`src/rtl/egg_timer_counter.sv`:
```
// MM:SS BCD time-keeping datapath for the egg timer: set, count down once per tick, flag 00:00.
// Optional build macro EGG_TIMER_BLINK_EN enables the finish-state blink toggle.
module egg_timer_counter #(
  parameter int unsigned TICK_DIV = 50000000
) (
  input  logic       clk,
  input  logic       rst,
  input  logic [2:0] state,
  input  logic       inc,
  output logic [3:0] sec_ones,
  output logic [3:0] sec_tens,
  output logic [3:0] min_ones,
  output logic [3:0] min_tens,
  output logic       cntfin,
  output logic       blink
);

  localparam int unsigned PW = (TICK_DIV > 1) ? $clog2(TICK_DIV) : 1;
  localparam logic [PW-1:0] PRE_MAX = PW'(TICK_DIV - 1);

  typedef enum logic [2:0] {
    ST_SET_SEC = 3'b000,
    ST_SET_MIN = 3'b001,
    ST_STOP    = 3'b010,
    ST_START   = 3'b011,
    ST_FINISH  = 3'b100,
    ST_RESET   = 3'b101
  } ctrl_state_t;

  ctrl_state_t    ctrl;
  logic [PW-1:0]  pre, pre_n;
  logic           inc_q;
  logic           inc_rise;
  logic           counting;
  logic           tick;
  logic           is_zero;
  logic           next_zero;
  logic [3:0]     so_n, st_n, mo_n, mt_n;
  logic           cntfin_n;

  assign ctrl     = ctrl_state_t'(state);
  assign inc_rise = inc & ~inc_q;
  assign counting = (ctrl == ST_START) || (ctrl == ST_FINISH);
  assign tick     = counting && (pre == PRE_MAX);
  assign is_zero  = (sec_ones == 4'd0) && (sec_tens == 4'd0) &&
                    (min_ones == 4'd0) && (min_tens == 4'd0);

  always_comb begin
    so_n  = sec_ones;
    st_n  = sec_tens;
    mo_n  = min_ones;
    mt_n  = min_tens;
    pre_n = pre;
    case (ctrl)
      ST_RESET: begin
        so_n  = 4'd0;
        st_n  = 4'd0;
        mo_n  = 4'd0;
        mt_n  = 4'd0;
        pre_n = '0;
      end
      ST_SET_SEC: begin
        pre_n = '0;
        if (inc_rise) begin
          if (sec_ones == 4'd9) begin
            so_n = 4'd0;
            st_n = (sec_tens == 4'd5) ? 4'd0 : sec_tens + 4'd1;
          end else begin
            so_n = sec_ones + 4'd1;
          end
        end
      end
      ST_SET_MIN: begin
        pre_n = '0;
        if (inc_rise) begin
          if (min_ones == 4'd9) begin
            mo_n = 4'd0;
            mt_n = (min_tens == 4'd9) ? 4'd0 : min_tens + 4'd1;
          end else begin
            mo_n = min_ones + 4'd1;
          end
        end
      end
      ST_START: begin
        pre_n = tick ? '0 : pre + PW'(1);
        // 00:00 is a floor: the borrow chain only runs on a non-zero value.
        if (tick && !is_zero) begin
          if (sec_ones != 4'd0) begin
            so_n = sec_ones - 4'd1;
          end else begin
            so_n = 4'd9;
            if (sec_tens != 4'd0) begin
              st_n = sec_tens - 4'd1;
            end else begin
              st_n = 4'd5;
              if (min_ones != 4'd0) begin
                mo_n = min_ones - 4'd1;
              end else begin
                mo_n = 4'd9;
                mt_n = min_tens - 4'd1;
              end
            end
          end
        end
      end
      ST_FINISH: begin
        pre_n = tick ? '0 : pre + PW'(1);
      end
      default: begin
        pre_n = pre;
      end
    endcase
  end

  assign next_zero = (so_n == 4'd0) && (st_n == 4'd0) && (mo_n == 4'd0) && (mt_n == 4'd0);
  assign cntfin_n  = counting && next_zero;

  // inc_q tracks the key every cycle so a key held through reset is not seen as a new press.
  always_ff @(posedge clk) begin
    inc_q <= inc;
  end

  always_ff @(posedge clk) begin
    if (rst) begin
      sec_ones <= 4'd0;
      sec_tens <= 4'd0;
      min_ones <= 4'd0;
      min_tens <= 4'd0;
      pre      <= '0;
      cntfin   <= 1'b0;
    end else begin
      sec_ones <= so_n;
      sec_tens <= st_n;
      min_ones <= mo_n;
      min_tens <= mt_n;
      pre      <= pre_n;
      cntfin   <= cntfin_n;
    end
  end

`ifdef EGG_TIMER_BLINK_EN
  logic blink_n;

  always_comb begin
    blink_n = 1'b0;
    if (ctrl == ST_FINISH) begin
      blink_n = tick ? ~blink : blink;
    end
  end

  always_ff @(posedge clk) begin
    if (rst) begin
      blink <= 1'b0;
    end else begin
      blink <= blink_n;
    end
  end
`else
  assign blink = 1'b0;
`endif

endmodule

```
`config.mk`:
```
export PLATFORM = sky130hd
export DESIGN_NAME = egg_timer_counter
export DESIGN_NICKNAME = d
export VERILOG_FILES = /design/src/rtl/egg_timer_counter.sv
export SDC_FILE = /design/constraint.sdc
export NUM_CORES = 1
export LEC_CHECK = 0
export CORE_UTILIZATION = 55
export DETAILED_ROUTE_END_ITERATION = 7
export PLACE_DENSITY = 0.72
export SYNTH_ARGS = -nofsm -noshare
export SYNTH_HDL_FRONTEND = slang
export SYNTH_SLANG_ARGS = --single-unit
```
`constraint.sdc`:
```
create_clock -name clk -period 3.45 [get_ports clk]
set_input_delay 0.5175 -clock clk [delete_from_list [all_inputs] [get_ports clk]]
set_output_delay 0.5175 -clock clk [all_outputs]
set_load 0.01 [all_outputs]
```
==> results.toml, run 1 <==
[clocking]
clock_sink_count = 44
root_buffer = "clkbuf_8"
post-cts-setup-buffers = 0
cts.clk_slew.worst_paths_ns = 0.09
cts_max_level = 2
cts_buffers = 5
clockBufferDepth = 2
hold_buffers = 0
cts_resized = 0
tritoncts = "yes"
insertion_delay_ns = 0.30

[power_and_ir_drop]
peakVddDrop_v = 0.000182
p_leak_nw = 1.28
cellPowerDensity_mw_per_mm2 = 288
p_sw_mw = 0.263
p_seq_share_pct = 49.8
p_int_mw = 0.771
switching_share_pct = 25.4
power_frac_comb_pct = 12.1
p_clk_share_pct = 38.1
fin_total_pwr_mw = 1.03

[final_layout]
final_cell_mix = "56 x nor2_1, 44 x nand2_1, 44 x dfxtp_1, 37 x a21oi_1, 35 x o21ai_0"
nNetsFinal = 469
drive_above_1_share_pct = 9.87
fill_cells = 512
area_delta_synth_final_pct = 13.5
insertedDiodeCount = 0
layout_commonest_cell = "nor2_1"
final_cells = 528

[routing]
ant_nets = 0
vias = 3379
routedWlPerCell_um = 16.5
drtIter0Drc = 324
routed_wirelength_um = 8710
vias_per_cell = 6.40
drcViolationCount = 0
drtPass1Iterations = 5

[timing]
post-route-period-util_pct = 91.7
period_minus_slack_ns = 3.16
setup_tns_ns = 0
max-slew-margin-rel_pct = 61.1
finalSetupViolCount = 0
rsz0062_at_grt = "false"
slew_viol_final = 0
worst_pin_slew_ns = 0.582
timing.fmax_mhz = 316
fin_skew_ns = 0.00854
hold_viol_final = 0

[synth]
synth_top_flop_cell = "dfxtp_1"
ys_seq_area_share_pct = 27.8
netlist_instances = 437
synth_fp_nets = 451
synth_cell_types = 65
yosys_warnings = 0
synth-seq-cells = 44
syn_avg_cell_area_um2 = 7.25
synth_edf_count = 0
netlist_area_mm2 = 0.00317
async_reset_ff_share_pct = 0

[critical_path]
critPathLaunchType = "flop"
end_kind = "flop"
cp.arrival_ns = 3.41
crit_top_cell = "nand4_1"
worst_path_largest_cell_delay_ns = 0.56
r2r-end = "cntfin"
ff2ff_path_depth = 10
critPathKind = "reg -> reg"
slowest_stage = "or4b_4"
r2r_setup_slack_ns = 0.29
cp.required_ns = 3.70
r2r-start = "min_ones[1]"
path_cells = "inv_1 > ha_1 > nor3b_1 > nand4_1 > or4b_4 > a21o_1 > a211o_1 > nor4_2 > nand4_1 > and4b_1"
crit_fanout = 7

[floorplanning]
die_width_um = 77.9
die_area_mm2 = 0.00607
ios = 24
std_cell_rows = 27
fp.coreArea_mm2 = 0.00554
start_util_pct = 57.2
die_h_um = 77.9

[grt]
grt_pass1_vias = 3032
grt_max_degree = 43
grt_pass1_wl_um = 14300
grtUsageTotal_pct = 29.8
overflow = 0
antenna_found_initial = 0

[placement]
place_inst = 520
globalplace.congestion = 0.936
port_buffers = 22
dpl.hpwl_um = 6300

[worst_hold_path]
hold_start = "pre[25]"
holdPathStages = 2
min_to = "pre[25]"
hp-class = "reg -> reg"

[outcome]
outcome = "complete, no violations"

[flow_run]
drv_cap = 0
==> area by class of cell <==
| class | count | area (um^2) | area share [%] |
|---|---|---|---|
| clock inverters | 2 | 35.0 | 0.974 |
| multi-input cells | 355 | 2130 | 59.3 |
| well taps | 72 | 90.1 | 2.51 |
| clock buffers | 6 | 72.6 | 2.02 |
| repair buffers | 39 | 348 | 9.67 |
| flip-flops and latches | 44 | 881 | 24.5 |
| inverters | 10 | 37.5 | 1.04 |
==> kinds of logic (layout without fill, tap and decap cells) <==
logic type,count (synthesis),count (layout),share of synthesized area [%]
adder cells (fa/ha/maj),9,9,3.48
multiplexers,3,3,0.987
flip-flops,44,44,27.8
AO/OA/AOI/OAI,121,121,23.9
other,1,1,0.118
XOR/XNOR,1,1,0.277
buffers and inverters,38,57,4.90
AND/OR/NAND/NOR,220,220,38.6
==> power by group through the flow <==
stage               registers, mW  logic [mW]  clock network [mW]
CTS                         0.515       0.124               0.404
finish                      0.515       0.126               0.394
global route                0.516       0.137               0.426
global placement            0.527       0.122                   0
floorplan                   0.526      0.0838                   0
detailed placement          0.527       0.123                   0
==> Yosys cell counts, types with 5 or more instances <==
| cell type | n | area share [%] |
|---|---|---|
| a31oi_1 | 7 | 1.4 |
| nor2_1 | 56 | 6.6 |
| nor4_1 | 8 | 1.6 |
| ha_1 | 8 | 3.2 |
| a22oi_1 | 5 | 1.2 |
| nor3_1 | 17 | 2.7 |
| dfxtp_1 | 44 | 28 |
| nand4_1 | 9 | 1.8 |
| nor3b_1 | 7 | 1.7 |
| and3_1 | 7 | 1.4 |
| o21ai_0 | 35 | 5.5 |
| and2_1 | 7 | 1.4 |
| nand3_1 | 14 | 2.2 |
| a211oi_1 | 5 | 1.2 |
| and4_1 | 5 | 1.4 |
| a21oi_1 | 37 | 5.8 |
| nor2b_1 | 11 | 2.2 |
| nand2_1 | 44 | 5.2 |
| inv_1 | 10 | 1.2 |
| or2_2 | 6 | 1.2 |
| clkbuf_1 | 21 | 2.5 |
==> flip-flops by register name, summed over array words and instances, names as in the netlist <==
name,count
pre,26
min_ones,4
min_tens,4
sec_ones,4
sec_tens,4
cntfin,1
inc_q,1
==> worst max-delay path: cells and delay by family (launching register included) <==
family / cells / cell delay (ns)
adders and majority gates: 1 / 0.27
buffers and inverters: 1 / 0.13
DFF: 1 / 0.39
and+or+nand+nor: 6 / 1.80
AOI/OAI and AO/OA: 2 / 0.53
==> worst max-delay path by stage <==
stage / cells past startpoint / startpoint / end
6_report: 10 / min_ones[1] / cntfin
5_1_grt: 10 / min_ones[1] / cntfin
4_1_cts: 10 / min_ones[1] / cntfin
3_5_place_dp: 9 / state[0] / cntfin
3_3_place_gp: 9 / state[0] / cntfin
2_1_floorplan: 11 / min_ones[0] / cntfin
==> per-stage QoR <==
stage | hold WS (ns) | instance area [um^2] | utilization [%] | setup WS, ns
2_1_floorplan | 0.453 | 3170 | - | 0.614
3_3_place_gp | 0.466 | 3490 | 63.0 | 0.253
3_5_place_dp | 0.491 | 3490 | 63.0 | 0.157
4_1_cts | 0.508 | 3600 | 64.9 | 0.317
5_1_grt | 0.549 | 3600 | 64.9 | 0.0914
6_report | 0.507 | 3600 | 64.9 | 0.285
==> metal layers <==
| metal | GRT usage (%) | up-vias | routed length (um) |
|---|---|---|---|
| li1 | - | 1643 | - |
| met1 | 36.2 | 1554 | 3720 |
| met2 | 50.5 | 148 | 4190 |
| met3 | 4.59 | 34 | 452 |
| met4 | 15.7 | 0 | 341 |
| met5 | 0 | - | 0 |
Note: power is estimated with default switching activity, not from simulation.
==> inputs of run 2 (changes only) <==
--- a/config.mk
+++ b/config.mk
@@ -7,7 +7,7 @@
 export LEC_CHECK = 0
 export CORE_UTILIZATION = 55
 export DETAILED_ROUTE_END_ITERATION = 7
-export PLACE_DENSITY = 0.72
+export PLACE_DENSITY = 0.76
 export SYNTH_ARGS = -nofsm -noshare
 export SYNTH_HDL_FRONTEND = slang
 export SYNTH_SLANG_ARGS = --single-unit
==> results.toml, run 2 (synthesized netlist as in run 1, its figures left out) <==
[critical_path]
critPathKind = "reg -> reg"
crit_family = "simple AND/OR/NAND/NOR gates"
end_kind = "flop"
r2r-start = "min_ones[0]"
crit_top_cell = "nand4_1"
cp.required_ns = 3.69
path_cells = "inv_1 > ha_1 > nor3b_1 > nand4_1 > or4b_4 > a21o_1 > a211o_1 > nor4_2 > nand4_1 > and4b_1"
path_buf_inv = 1
worst_path_largest_cell_delay_ns = 0.56
crit_fanout = 11
startpoint = "min_ones[0]"
critPathLaunchType = "flop"
slowest_stage = "or4b_4"
cp.arrival_ns = 3.45

[timing]
slew_viol_final = 0
finalSetupViolCount = 0
timing.fmax_mhz = 311
max-slew-margin-rel_pct = 55.1
setup_tns_ns = 0
worst_pin_slew_ns = 0.665
layout_setup_ws_ns = 0.238
hold-worst-slack_ns = 0.515
period_minus_slack_ns = 3.21
hold_viol_final = 0
fin_skew_ns = 0.00656
post-route-period-util_pct = 93.1
rsz0062_at_grt = "false"

[clocking]
tritoncts = "yes"
hold_buffers = 0
root_buffer = "clkbuf_8"
cts_buffers = 5
post-cts-setup-buffers = 0
clockBufferDepth = 2
insertion_delay_ns = 0.29
cts_resized = 0
clock_sink_count = 44
cts.clk_slew.worst_paths_ns = 0.08
cts_max_level = 2

[floorplanning]
fp.coreArea_mm2 = 0.00554
die_area_mm2 = 0.00607
die_width_um = 77.9
die_h_um = 77.9
std_cell_rows = 27
ios = 24
start_util_pct = 57.2

[final_layout]
final_cells = 528
stdcell_area_mm2 = 0.00360
insertedDiodeCount = 0
register_area_um2 = 881
largest-register = "pre"
nNetsFinal = 471
drive_above_1_share_pct = 10.1
largest_reg_flops = 26
layout_commonest_cell = "nor2_1"
final_cell_mix = "56 x nor2_1, 44 x nand2_1, 44 x dfxtp_1, 37 x a21oi_1, 35 x o21ai_0"
area_delta_synth_final_pct = 13.7
final_core_util_pct = 65.0
fill_cells = 490
multi_input_area_mm2 = 0.00213

[grt]
grt_max_degree = 43
antenna_found_initial = 0
grtUsageTotal_pct = 29.5
grt_pass1_vias = 3124
overflow = 0
grt_pass1_wl_um = 14400

[routing]
vias_per_cell = 6.44
ant_nets = 0
drtIter0Drc = 374
vias = 3398
routed_wirelength_um = 8710
drtPass1Iterations = 5
routedWlPerCell_um = 16.5
drcViolationCount = 0

[placement]
place_inst = 522
globalplace.congestion = 0.986
dp_slack_ns = 0.293
port_buffers = 22
dpl.hpwl_um = 6180
place_area_mm2 = 0.00350

[flow_run]
drv_cap = 0

[power_and_ir_drop]
switching_share_pct = 25.3
power_frac_comb_pct = 12.3
p_clk_share_pct = 37.3
p_seq_share_pct = 50.4
p_sw_mw = 0.259
cellPowerDensity_mw_per_mm2 = 284
peakVddDrop_v = 0.000204
fin_total_pwr_mw = 1.02
p_leak_nw = 1.29
p_int_mw = 0.766

[worst_hold_path]
hp-class = "reg -> reg"
hold_start = "pre[25]"

[outcome]
outcome = "complete, no violations"
==> run 2: cell types whose count changed in the layout (fill, tap and decap cells not counted) <==
cell      delta
clkbuf_1     -1
buf_4        +2
clkinv_2     -1
==> run 2: area by class of cell <==
cell class	instances	area share (%)
tap	72	2.50
clock inverter	1	0.834
sequential	44	24.5
clock buffer	5	1.91
timing repair buffer	41	10.1
inverter	10	1.04
multi-input combinational	355	59.2
==> run 2: final timing paths <==
check	to	slack, ns	cells past startpoint
max	cntfin	0.24	10
min	pre[25]	0.51	2
max reg2reg	cntfin	0.24	10
min reg2reg	pre[25]	0.51	2
==> run 2: power by group through the flow <==
| stage | registers, mW | clock network (mW) | logic, mW |
|---|---|---|---|
| final | 0.516 | 0.382 | 0.126 |
| after global routing | 0.517 | 0.412 | 0.139 |
| after CTS | 0.516 | 0.389 | 0.125 |
| after detailed placement | 0.528 | 0 | 0.124 |
| after global placement | 0.528 | 0 | 0.122 |
| after floorplan | 0.526 | 0 | 0.0838 |
==> run 2: worst register-to-register path: stages, from the launching register on <==
cell and delay (ns):
dfxtp_1 0.42, inv_1 0.10, ha_1 0.25, nor3b_1 0.39, nand4_1 0.22, or4b_4 0.56
a21o_1 0.20, a211o_1 0.32, nor4_2 0.29, nand4_1 0.14, and4b_1 0.27
==> run 2: metal layers <==
metal / routed length [um] / share of wire [%] / up-vias / track usage (%)
li1: - / - / 1642 / -
met1: 3760 / 43 / 1588 / 36.5
met2: 4250 / 49 / 140 / 51.2
met3: 515 / 5.9 / 28 / 4.35
met4: 195 / 2.2 / 0 / 11.5
met5: 0 / 0 / - / 0
==> inputs of run 3 (changes only) <==
--- a/config.mk
+++ b/config.mk
@@ -5,9 +5,11 @@
 export SDC_FILE = /design/constraint.sdc
 export NUM_CORES = 1
 export LEC_CHECK = 0
+export CORE_ASPECT_RATIO = 1.2
 export CORE_UTILIZATION = 55
 export DETAILED_ROUTE_END_ITERATION = 7
 export PLACE_DENSITY = 0.76
 export SYNTH_ARGS = -nofsm -noshare
 export SYNTH_HDL_FRONTEND = slang
 export SYNTH_SLANG_ARGS = --single-unit
+export TNS_END_PERCENT = 20
==> results.toml, run 3 (synthesized netlist as in run 1, its figures left out) <==
[critical_path]
cp.arrival_ns = 3.38
r2r-end = "cntfin"
crit_fanout = 11
ff2ff_path_depth = 10
end_kind = "flop"
startpoint = "min_ones[0]"
r2r-start = "min_ones[0]"
critPathLaunchType = "flop"
cp.required_ns = 3.69
critPathKind = "reg -> reg"
r2r_setup_slack_ns = 0.32

[timing]
finalSetupViolCount = 0
slew_viol_final = 0
timing.fmax_mhz = 319
max-slew-margin-rel_pct = 52.3
rsz0062_at_grt = "false"
fin_skew_ns = 0.0124
post-route-period-util_pct = 90.8
period_minus_slack_ns = 3.13
setup_tns_ns = 0
worst_pin_slew_ns = 0.709
hold_viol_final = 0
layout_setup_ws_ns = 0.316

[placement]
place_area_mm2 = 0.00345
dp_slack_ns = 0.290
globalplace.congestion = 0.936
dpl.hpwl_um = 6250
port_buffers = 22

[grt]
overflow = 0
antenna_found_initial = 0
grt_pass1_vias = 3158
grtUsageTotal_pct = 29.6
grt_pass1_wl_um = 14500
grt_max_degree = 43

[power_and_ir_drop]
power_frac_comb_pct = 12.8
peakVddDrop_v = 0.000210
p_sw_mw = 0.259
cellPowerDensity_mw_per_mm2 = 270
p_clk_share_pct = 33.0
p_seq_share_pct = 54.2
p_leak_nw = 1.25
p_int_mw = 0.692
switching_share_pct = 27.3

[routing]
routed_wirelength_um = 8620
vias_per_cell = 6.55
ant_nets = 0
routedWlPerCell_um = 16.8
drtIter0Drc = 289
drcViolationCount = 4
drtPass1Iterations = 7
vias = 3367

[clocking]
hold_buffers = 0
tritoncts = "yes"
cts_resized = 0
cts.clk_slew.worst_paths_ns = 0.09
cts_max_level = 2
clockBufferDepth = 2
insertion_delay_ns = 0.29
cts_buffers = 5
post-cts-setup-buffers = 0
root_buffer = "clkbuf_8"
clock_sink_count = 44

[final_layout]
area_delta_synth_final_pct = 11.5
layout_commonest_cell = "nor2_1"
stdcell_area_mm2 = 0.00353
final_core_util_pct = 65.3
fill_cells = 497
insertedDiodeCount = 0
nNetsFinal = 466
largest-register = "pre"
final_cell_mix = "56 x nor2_1, 44 x nand2_1, 44 x dfxtp_1, 37 x a21oi_1, 35 x o21ai_0"
largest_reg_flops = 26
drive_above_1_share_pct = 9.07

[worst_hold_path]
hold_start = "pre[25]"
min_to = "pre[25]"
holdPathStages = 2
hp-class = "reg -> reg"

[floorplanning]
ios = 24
die_h_um = 85.1
start_util_pct = 58.6
fp.coreArea_mm2 = 0.00541
die_width_um = 71.3
std_cell_rows = 29
die_area_mm2 = 0.00607

[flow_run]
drv_cap = 0

[outcome]
outcome = "complete, but fails checks"
violations = "DRC"
run 3: cell count changes in the layout (fill, tap and decap cells not counted):
cell       previous run  this run
clkbuf_1              0         1
buf_4                19        14
clkinv_2              0         1
bufinv_16             1         0
run 3: worst max path at each step:
stage	to	slack, ns
4_1_cts	cntfin	0.35
6_report	cntfin	0.32
5_1_grt	cntfin	0.09
3_5_place_dp	cntfin	0.29
3_3_place_gp	cntfin	0.27
2_1_floorplan	cntfin	0.61
run 3: worst max-delay path, cell delays in order (launching register included):
cell	delay (ns)
dfxtp_1	0.43
inv_1	0.10
ha_1	0.25
nor3b_1	0.39
nand4_1	0.20
or4b_4	0.56
a21o_1	0.20
a211o_1	0.32
nor4_2	0.27
nand4_1	0.11
and4b_1	0.24
run 3: power by group through the flow:
stage               clock, mW  combinational (mW)  sequential [mW]
floorplan                   0              0.0838            0.526
global placement            0               0.118            0.528
detailed placement          0               0.120            0.528
CTS                     0.324               0.120            0.516
global route            0.346               0.135            0.517
finish                  0.314               0.122            0.516
run 3: cell type report:
class | instances | area, um^2 | area share [%]
well taps | 62 | 77.6 | 2.20
clock inverters | 1 | 5.00 | 0.142
multi-input cells | 355 | 2130 | 60.4
inverters | 10 | 37.5 | 1.06
clock buffers | 6 | 72.6 | 2.06
repair buffers | 36 | 325 | 9.21
flip-flops and latches | 44 | 881 | 24.9
run 3: metal layers:
layer,global-route usage [%],up-vias,part of all wire [%]
met4,13.3,0,2.8
met5,0,-,0
met2,51.5,128,49
li1,-,1630,-
met3,3.80,25,5.2
met1,36.3,1584,43
run 3: stage by stage:
| stage | std cells | hold WS, ns | total power, mW |
|---|---|---|---|
| final | 514 | 0.485 | 0.952 |
| after global placement | 507 | 0.467 | 0.646 |
| after floorplan | 437 | 0.453 | 0.610 |
| after CTS | 514 | 0.486 | 0.960 |
| after global routing | 514 | 0.531 | 0.998 |
| after detailed placement | 507 | 0.475 | 0.647 |
